**config.mk**
```make
export PLATFORM = sky130hd
export DESIGN_NAME = sd_fsm
export DESIGN_NICKNAME = d
export VERILOG_FILES = /design/src/rtl/sd_fsm.sv
export SDC_FILE = /design/constraint.sdc
export NUM_CORES = 1
export LEC_CHECK = 0
export ABC_AREA = 1
export BUFFER_PORTS_ARGS = -buffer_cell sky130_fd_sc_hd__buf_4
export CAP_MARGIN = 25
export CORE_AREA = 2 2 39 41
export CTS_BUF_LIST = sky130_fd_sc_hd__clkbuf_16
export DETAILED_ROUTE_END_ITERATION = 10
export DIE_AREA = 0 0 41 43
export SLEW_MARGIN = 10
export SYNTH_ARGS = -nofsm -noshare
export SYNTH_HDL_FRONTEND = slang
export SYNTH_SLANG_ARGS = --single-unit
export TNS_END_PERCENT = 50
```
**constraint.sdc**
```tcl
create_clock -name clock -period 0.9 [get_ports clock]
set_input_delay 0.135 -clock clock [delete_from_list [all_inputs] [get_ports clock]]
set_output_delay 0.135 -clock clock [all_outputs]
set_load 0.01 [all_outputs]
```
**src/rtl/sd_fsm.sv**
```systemverilog
// -----------------------------------------------------------------------------
// sd_fsm
// Moore sequence detector for the serial pattern 1-0-1-1 (first bit in time is
// the leading 1). Overlapping matches are allowed, so a completed match can
// reuse its trailing 1 as the leading 1 of the next pattern. The closest two
// pulses can be is three cycles, as in the stream 1011011.
//
// Ports
//   clock        : system clock, all state updates on the rising edge
//   reset        : synchronous active-high reset, returns the FSM to ZERO
//   sequence_in  : serial data bit, sampled on every rising edge
//   detector_out : high for one cycle while the FSM sits in the match state
// -----------------------------------------------------------------------------
module sd_fsm (
  input  logic clock,
  input  logic reset,
  input  logic sequence_in,
  output logic detector_out
);

  // Each state is named after the longest prefix of 1011 matched so far.
  typedef enum logic [2:0] {
    ZERO          = 3'd0,
    ONE           = 3'd1,
    ONEZERO       = 3'd2,
    ONEZEROONE    = 3'd3,
    ONEZEROONEONE = 3'd4
  } state_t;

  state_t r_state;
  state_t w_nextState;
  logic   r_detect;

  // Next-state rules for the prefix-matching automaton. On a mismatch the
  // machine falls back to the longest suffix of the bits seen so far that is
  // still a prefix of 1011. Codes 5..7 cannot be reached from reset, but if the
  // register ever holds one of them the machine goes back to ZERO.
  always_comb begin
    w_nextState = ZERO;
    case (r_state)
      ZERO:          w_nextState = sequence_in ? ONE           : ZERO;
      ONE:           w_nextState = sequence_in ? ONE           : ONEZERO;
      ONEZERO:       w_nextState = sequence_in ? ONEZEROONE    : ZERO;
      ONEZEROONE:    w_nextState = sequence_in ? ONEZEROONEONE : ONEZERO;
      ONEZEROONEONE: w_nextState = sequence_in ? ONE           : ONEZERO;
      default:       w_nextState = ZERO;
    endcase
  end

  // The state register and the registered match flag update together. The
  // flag is loaded from the decode of the next state, so after every edge it
  // equals "current state is ONEZEROONEONE". It never depends combinationally
  // on sequence_in. Reset has priority and throws away any partial match.
  always_ff @(posedge clock) begin
    if (reset) begin
      r_state  <= ZERO;
      r_detect <= 1'b0;
    end else begin
      r_state  <= w_nextState;
      r_detect <= (w_nextState == ONEZEROONEONE);
    end
  end

  assign detector_out = r_detect;

endmodule

```
==> run summary, run 1 <==
The area inside the core boundary was 1380 um^2. For this design the static power due to leakage is 0.126 nW. For this configuration, the core starts out at a cell density of 10.9%. The relative contribution of combinational cells to total power is 2.4%, and the number of max-slew violations in the final report is 0. The instance area after placement was 194 um^2; the number of antenna violations at the first check in global routing was 0. The analysis attributes to net switching a power of 136 uW.

The tools report the worst-case setup margin in the final layout as 125 ps. The library cells used most frequently in the layout, excluding fill and tap cells, are nand2_1 (6), nor2_1 (6). In the synthesized netlist, the number of instances is 22. The number of hold buffers added after CTS was 0. The global-route congestion overflow total came out at 0.

Met1 usage: 3.53%. At the end of the flow the core is filled with cells to 19.5%. Cells with a size suffix above 1 make up 25.0% of the layout.

Once layout is complete, the cells apart from fillers number 44. At the end of routability-driven placement, the weighted congestion stood at 0.590. Of the total power, the clock network draws 76.7%. The floorplan has 14 rows. Critical-path cell with the highest stage delay: dfxtp_1.

The via count of the first global-routing pass is 165. For the net count of the mapped netlist, the log shows 25. Setup repair after global routing left no endpoint under its margin.

The critical path goes through buf_4. Global routing used 6.82% of the available tracks across all layers. Setup violations remaining at the end of the flow were counted as 0.

The run gives 0 as the number of remaining DRC errors. Once detail routing completed, the nets flagged for antenna violations numbered 0. The cell count after placement is 41, and the maximum frequency from static timing analysis is 1290 MHz. With fillers left out, the area of the finished cells amounts to 270 um^2. Transition time at the pin with the least slew margin: 152 ps. The top cell family by delay on the critical path was flip-flops. The clock drives 4 sinks. After clock tree synthesis, the clock-pin slew on the worst setup and hold paths is 30 ps. Data on the critical path arrives at its endpoint at 640 ps. The first global-routing pass estimated 586 um of wire. The run gives 6 as the largest net degree at the start of global routing. The horizontal die dimension is 41 um. Total power for the finished layout comes to 898 uW. The run gives 52.9% as the proportion of synthesized chip area in sequential cells. The number of failing hold endpoints at the final stage is 0. Using the TritonRoute via totals, the vias-per-cell ratio works out to 3.50. Number of optimization iterations in the first detailed-route pass: 2. For the post-route clock skew, the log shows 1.51 ps.

The maximum VDD drop came out at 0.000790 V. The number of top-level design ports is 4. Synthesis inferred 4 register bits.

In the final layout, flip-flops and latches occupy 81.3 um^2. The met2 track demand over resource in global routing came out at 7.50%. TritonCTS built the clock tree. The critical path buffer and inverter count was 1.

The net count of the finished layout is 33. The most crowded layer after global routing is met4. The count of inserted antenna diode cells was 0. The worst setup path is captured at an output port. Buffers placed on the I/O ports in this run total 3. The chip height is 43 um, and the data required time at the worst endpoint is 760 ps. Class of the most critical setup path: reg2out. The internal power is 762 uW, and the number of warnings printed during yosys synthesis is 0.

After synthesis the cells add up to 151 um^2. The share of total power dissipated in sequential elements is 20.8%. In this run the deepest clock path goes through 2 buffers.

The run gives 6 as the number of different library cells in the post-synthesis netlist. Dividing the detail-routed wire length by the instance count gives 6.89 um. The worst hold margin is 169 ps, and the total CTS buffers is 3. The share of total power consumed by net switching is 15.2%. At the later pin of the worst-skew pair, clock insertion delay measures 230 ps. For the final routed database, the setup TNS stands at 0 ps.

A synthesized cell averages 6.88 um^2. After layout, the minimum clock period comes to 775 ps. The total via count in the routed design was 154; the final clock period utilization by the worst path was 86.1%. Number of violations of the max-capacitance limit: 0.

The routed design has 303 um of wire. The path type of the worst min-delay path was in2reg. The largest single stage delay on the critical path is 280 ps. For the met3 usage in global routing, the log shows 4.71%.

The fill cell total of the finished layout was 163. H-tree depth reported by CTS: 1. After the first detailed-routing iteration, the DRC count stood at 2.

The worst setup slack after placement is 135 ps, and the worst reg-to-reg setup slack is 180 ps. The area used by multi-input combinational logic was 60.1 um^2; the tightest slew margin relative to the limit was 89.8%. Power spread over the standard cell area amounts to 3320 nW/um^2. The run finished with clean final reports. The highest fanout seen on the critical path came out at 1. Type of element launching the critical path: a register. The floorplan step defined a die boundary enclosing 1760 um^2.

Clock tree synthesis selected as its root buffer the cell clkbuf_16. From synthesis to final layout, the design area changed by 78.5%.
==> layer usage <==
layer | up-vias | part of all wire [%]
met4 | 0 | 16
met1 | 66 | 27
met2 | 6 | 49
met5 | - | 0
met3 | 4 | 8.6
li1 | 78 | -
==> area by class of cell <==
class	instances	area share [%]
flip-flops and latches	4	30.1
clock buffers	3	27.8
multi-input cells	15	22.2
repair buffers	3	8.33
well taps	16	7.41
inverters	3	4.17
==> worst paths after layout <==
kind	startpoint	end	cells after the start
worst max register to register	r_state[0]	r_state[1]	5
worst min-delay path	reset	r_state[1]	4
worst max-delay path	detector_out	detector_out	1
worst min register to register	r_state[2]	r_state[2]	1
==> kinds of logic (layout without fill, tap and decap cells) <==
group	after synthesis	count (layout)	share of synthesized area, %
DFF	4	4	52.9
and+or+nand+nor	14	14	36.4
buffers and inverters	3	9	7.44
AOI/OAI and AO/OA	1	1	3.30
==> Yosys cell counts <==
cell / instances / area (um^2)
inv_1: 3 / 11.3
nor3_1: 2 / 10.0
o21ai_1: 1 / 5.00
nand2_1: 6 / 22.5
dfxtp_1: 4 / 80.1
nor2_1: 6 / 22.5
==> state kept, by name, summed over array words and instances, names as in the netlist <==
register and count:
r_state 3, detector_out 1
==> power by group through the flow <==
stage / Clock, mW / Combinational, mW / Sequential, mW
after global placement: 0 / 0.0217 / 0.189
final: 0.689 / 0.0219 / 0.187
after floorplan: 0 / 0.0120 / 0.189
after global routing: 0.723 / 0.0258 / 0.188
after detailed placement: 0 / 0.0223 / 0.189
after CTS: 0.704 / 0.0224 / 0.187
==> timing repair <==
item	4_1_cts	5_1_grt
resized for setup	0	1
endpoints found under the setup margin	0	1
setup buffers	0	0
(Power assumes the default switching activity.)
==> run 2, diff against run 1 <==
--- a/config.mk
+++ b/config.mk
@@ -9,7 +9,7 @@
 export BUFFER_PORTS_ARGS = -buffer_cell sky130_fd_sc_hd__buf_4
 export CAP_MARGIN = 25
 export CORE_AREA = 2 2 39 41
-export CTS_BUF_LIST = sky130_fd_sc_hd__clkbuf_16
+export CTS_BUF_LIST = sky130_fd_sc_hd__clkbuf_2
 export DETAILED_ROUTE_END_ITERATION = 10
 export DIE_AREA = 0 0 41 43
 export SLEW_MARGIN = 10
==> run 2 against run 1 <==
- combinational power grew 2%
- largest cell class unchanged
- count of clock-buffer cells in the layout unchanged
- largest power group is now sequential cells
- highest routed layer is now met3
- die area unchanged
- sequential share of layout area rose by 8.2 points
- global-route usage decreased by 1.3 points
- maximum frequency hardly changed
==> run summary, run 2 (synthesis gave the netlist of run 1 again) <==
The flow ran to the end, and the final reports show no timing, DRC or antenna violations. The tightest min-delay check is of the in2reg type. More flip-flops sit in one register than any other, and that register is r_state. The via count of the first global-routing pass was 165; the signal arrival time at the worst endpoint was 870 ps. Derived from the worst setup path, the maximum achievable clock frequency is 1290 MHz.

Dividing the detail-routed wire length by the instance count gives 6.82 um. For this run the aggregate overflow at the end of global routing stands at 0. The fraction of layout cells with a size suffix above 1 was 21.4%; the filler-free cell count of the finished design was 44. Combinational cells account for 6.1% of the total power. After clock tree synthesis, the clock-pin slew on the worst setup and hold paths is 40 ps. The library cells used most frequently in the layout, excluding fill and tap cells, are nand2_1 (6), nor2_1 (6), dfxtp_1 (4). TritonCTS built the clock tree. The total CTS buffers is 3, and the highest fanout seen on the critical path is 5.

The worst setup path is of the reg2reg kind. In this run, the number of DRC markers left after iteration 0 of detailed routing was 3. Clock skew on the completed layout was measured at 1.16 ps.

Die area: 1760 um^2. The run gives 41 as the cell count after placement. The share of total power dissipated in sequential elements is 50.6%.

The worst setup path is captured at a register. Clock tree synthesis selected as its root buffer the cell clkbuf_2. The final weighted congestion in routability-driven placement is 0.590. The floorplan step defined a core boundary enclosing 1380 um^2.

Worst setup slack after placement: 135 ps. Summed over all layers, the routed wires come to 300 um. Entering global routing, the biggest net connects 6 pins.

The register with the most flip-flops in the layout has 3 of them. The tools report the H-tree depth reported by CTS as 1. For the clock sink total, the log shows 4.

The routed design could run at a clock period as short as 775 ps. The detail route stage leaves a number of antenna-violating nets equal to 0. Setup violations remaining at the end of the flow were counted as 0. The number of setup buffers added after CTS is 0.

The row count was 14; the number of failing hold endpoints at the final stage was 0. Registers take 80.1 um^2. 4 I/O pins were placed. The total via count in the routed design was 145.

For the worst-case setup margin in the final layout, the log shows 125 ps. The final critical path takes up 86.1% of the cycle. Adding up every negative setup slack in the final design gives 0 ps. Cell internal power was estimated by the tool at 283 uW. After clock tree synthesis, the repair step resized 0 gates. The average via count per standard cell is 3.30. The analysis attributes to net switching a power of 84.9 uW.

For this configuration, the core starts out at a cell density of 10.9%. The power share of the clock group is 43.3%, and the global routing usage summed across all routing layers is 5.52%. Buffers inserted to repair hold after CTS numbered 0. The number of antenna violations at the first check in global routing is 0.

The worst pin sits at a relative slew slack of 89.9%. The power per cell area is 1760 nW/um^2. The chip height was 43 um. The count of buffers added on input and output ports is 3. Area used by multi-input combinational logic: 60.1 um^2. Net switching is 23.1% of the power. At the worst endpoint, the required time is 1000 ps. Measured along the x axis, the die boundary spans 41 um. The fill cell total of the finished layout is 175.

In the routed design, unresolved DRC markers number 0. The number of antenna diodes in the final layout is 0. The clock passes through at most 2 buffers. The first global-routing pass estimated 558 um of wire. For this design the static power due to leakage is 0.101 nW. The worst-case IR drop observed on VDD is 0.000234 V. For the number of max-slew violations in the final report, the log shows 0. The tools report the insertion delay to the later sink of the worst-skew pair as 200 ps. For this run, the post-layout net count is 33. The area growth from synthesis to layout works out to 38.0%. The transition time at the pin with the least slew margin is 151 ps. Setup repair after global routing left no endpoint under its margin.

The run gives 191 ps as the worst hold margin. Type of element launching the critical path: a register. The logs give 3 for the number of optimization iterations in the first detailed-route pass and 368 uW for the total power draw. The number of violations of the max-capacitance limit came out at 0.
==> run 2: path summary, 6_finish.rpt <==
path | start | end | slack, ps | cells past startpoint
setup reg to reg | r_state[2] | r_state[1] | 120 | 5
hold / removal | reset | r_state[1] | 190 | 4
setup / recovery | r_state[2] | r_state[1] | 120 | 5
hold reg to reg | r_state[2] | r_state[2] | 500 | 1
==> run 2: worst max-delay path, stage by stage, from the launching register on <==
cell	delay, ps
dfxtp_1	380
inv_1	60
nand2_1	60
nor2_1	40
nor2_1	90
nor2_1	40
==> run 2: metal layers <==
metal | vias up | GRT usage (%) | part of all wire, %
met5 | - | 0 | 0
met3 | 0 | 1.57 | 1.3
met2 | 1 | 8.44 | 70
li1 | 80 | - | -
met1 | 64 | 3.21 | 28
met4 | 0 | 10.0 | 0
==> run 2: power groups by stage <==
stage                     combinational, mW  sequential (mW)  clock [mW]
final                                0.0223            0.186       0.160
after global routing                 0.0258            0.187       0.189
after CTS                            0.0228            0.186       0.177
after detailed placement             0.0223            0.189           0
after global placement               0.0217            0.189           0
after floorplan                      0.0120            0.189           0
==> run 2: metrics by stage <==
step / cell area (um^2) / utilization, %
after floorplan: 151 / -
after global placement: 194 / 14.0
after detailed placement: 194 / 14.0
after CTS: 209 / 15.1
after global routing: 209 / 15.1
final: 209 / 15.1
==> run 2: final cells by class <==
cell class / count / area share (%)
inverters: 3 / 5.39
clock buffers: 3 / 7.19
well taps: 16 / 9.58
flip-flops and latches: 4 / 38.3
multi-input cells: 15 / 28.7
repair buffers: 3 / 10.8
==> run 3, diff against run 2 <==
--- a/config.mk
+++ b/config.mk
@@ -12,6 +12,7 @@
 export CTS_BUF_LIST = sky130_fd_sc_hd__clkbuf_2
 export DETAILED_ROUTE_END_ITERATION = 10
 export DIE_AREA = 0 0 41 43
+export PLACE_DENSITY = 0.3
 export SLEW_MARGIN = 10
 export SYNTH_ARGS = -nofsm -noshare
 export SYNTH_HDL_FRONTEND = slang
==> run 3 against run 2 <==
- sequential power about the same
- design area is the same
- count of clock-buffer cells in the layout stayed put
- largest cell class unchanged
- highest routed layer unchanged
==> run summary, run 3 (synthesis gave the netlist of run 1 again) <==
The data required time at the worst endpoint came out at 990 ps. The largest net degree at the start of global routing was 6. The register with the most flip-flops in the final layout is r_state. At the worst endpoint, the arrival time is 860 ps.

The worst register-to-register path begins at r_state[2]. The power per cell area is 1740 nW/um^2. The quantity of I/O buffers inserted on ports was 3; the maximum frequency from static timing analysis was 1310 MHz.

The tools report the H-tree depth reported by CTS as 1. The critical path goes through inv_1 > nand2_1 > nor2_1 > nor2_1 > nor2_1. The detailed router finished its first iteration with 5 violations. Using the TritonRoute via totals, the vias-per-cell ratio works out to 3.52. The endpoint of the worst register-to-register path was r_state[1]. The final clock period utilization by the worst path was 85.0%. Once the floorplan was initialized, standard cells occupied 10.9% of the core. Subtracting the final worst setup slack from the clock period gives 765 ps.

Once the clock tree was built, the resizer swapped 0 gates to a different size. Of the cells placed in the final design, the portion with a size suffix greater than 1 is 21.4%. The run gives 0 as the number of max-slew violations in the final report. The first-pass GRT wire length is 476 um.

The post-route clock skew came out at 3.11 ps. Measured along the x axis, the die boundary spans 41 um. Critical-path cell with the highest stage delay: dfxtp_1. The run gives 0 as the number of failing hold endpoints at the final stage. The power share of the clock group is 42.7%. The flip-flop count of the largest register after layout is 3, and the number of violations of the max-capacitance limit is 0. The start point of the critical path is r_state[2].

The flow ran to the end, and the final reports show no timing, DRC or antenna violations. Summed over all layers, the global routing overflow is 0. The maximum buffer depth of the clock tree is 2, and the average detailed-routed wire length per instance is 6.02 um. The area growth from synthesis to layout was 38.0%. For this design, the CTS-stage hold fixing added 0 buffers.

Setup violations remaining at the end of the flow were counted as 0. For flop-to-flop paths, the worst setup slack is 140 ps. Setup repair after global routing left no endpoint under its margin. The floorplan has 14 rows. The analysis attributes to net switching a power of 80.9 uW.

The logs give 200 ps for the insertion delay to the later sink of the worst-skew pair and 6.0% for the relative contribution of combinational cells to total power. The number of top-level design ports is 4. The internal power of the cells totals 284 uW.

The start point of the worst min-delay path is reset. Element type at the critical path end: a register. Counting every sink on the clock net gives 4. The die area is 1760 um^2. Once layout is complete, the utilization of the core stands at 15.1%. After floorplanning, the core was sized to cover 1380 um^2. Clock-pin slew was measured on the worst setup and hold paths at 40 ps. The destination of the worst hold path was r_state[1]. The post-CTS setup buffer count was 0; the tightest slew margin relative to the limit was 89.5%. Along the worst path, the maximum fanout reaches 5. The type of element launching the critical path was a register. The share of total power consumed by net switching is 22.2%. The class of the most critical setup path was reg2reg. The worst hold path belongs to the class in2reg. The number of antenna violations at the first check in global routing was 0. The routed layout has 155 vias. Cell depth of the worst min-delay path: 4. The share of power burned in registers came out at 51.3%.

The final layout contains routed wiring with a total length of 265 um. The largest single stage delay on the critical path is 380 ps. The logs give 0.000588 V for the maximum VDD drop and 33 for the net count of the finished layout. The number of optimization iterations in the first detailed-route pass was 4.

The run gives 138 as the via count of the first global-routing pass. In this run the clock root is driven by a clkbuf_2. The count of inserted antenna diode cells is 0. The worst register-to-register path has a depth of 5. TritonCTS built the clock tree.

The setup TNS is 0 ps, and the global routing usage summed across all routing layers is 4.52%. In this design, the critical path's most frequently occurring cell is nor2_1. In this run the static leakage power is 0.101 nW.

Post-DP HPWL: 222 um. Routability-driven placement finished with a final weighted congestion of 0.608. The transition time at the pin with the least slew margin is 156 ps. In the layout the commonest cells are nand2_1 (6), nor2_1 (6), dfxtp_1 (4). Clock tree synthesis inserted a total of 3 buffers. Once detail routing completed, the nets flagged for antenna violations numbered 0.

The chip height was 43 um; the number of remaining DRC errors was 0.
==> run 3: cell counts in the layout (fill, tap and decap cells not counted) <==
No cell type changed its count.
==> run 3: stage by stage <==
step	power (mW)	cell area [um^2]	instances	worst slack [ps]	hold WS (ps)
after global routing	0.389	209	44	36.7	191
after global placement	0.211	194	41	147	402
after detailed placement	0.212	194	41	138	397
final	0.364	209	44	135	189
after CTS	0.375	209	44	127	176
after floorplan	0.201	151	22	202	296
==> run 3: area by class of cell <==
| type | count | area, um^2 |
|---|---|---|
| Clock buffer | 3 | 15.0 |
| Fill cell | 160 | 1170 |
| Inverter | 3 | 11.3 |
| Multi-Input combinational cell | 15 | 60.1 |
| Sequential cell | 4 | 80.1 |
| Tap cell | 16 | 20.0 |
| Timing Repair Buffer | 3 | 22.5 |
==> run 3: per-layer routing <==
metal / vias to the layer above / wire [um] / share of wire, % / track usage (%)
met5: - / 0 / 0 / 0
met4: 0 / 0 / 0 / 2.00
met1: 66 / 109 / 41 / 4.19
met2: 11 / 99 / 37 / 5.00
li1: 78 / - / - / -
met3: 0 / 56 / 21 / 6.81
==> run 3: how the worst max path moves through the flow <==
stage | end | slack, ps
final | r_state[1] | 140
after global routing | r_state[1] | 40
after CTS | detector_out | 130
after detailed placement | r_state[1] | 140
after global placement | r_state[1] | 150
after floorplan | r_state[1] | 200
==> run 3: critical path, delay by kind of cell (launching register included) <==
kind | cells | cell delay, ps
flops | 1 | 380
simple gates | 4 | 210
buf+inv | 1 | 60
==> run 3: power groups by stage <==
stage	Clock (mW)	Sequential, mW	Combinational (mW)
6_report	0.156	0.187	0.0219
5_1_grt	0.177	0.187	0.0252
4_1_cts	0.166	0.187	0.0224
3_5_place_dp	0	0.189	0.0223
3_3_place_gp	0	0.189	0.0220
2_1_floorplan	0	0.189	0.0120
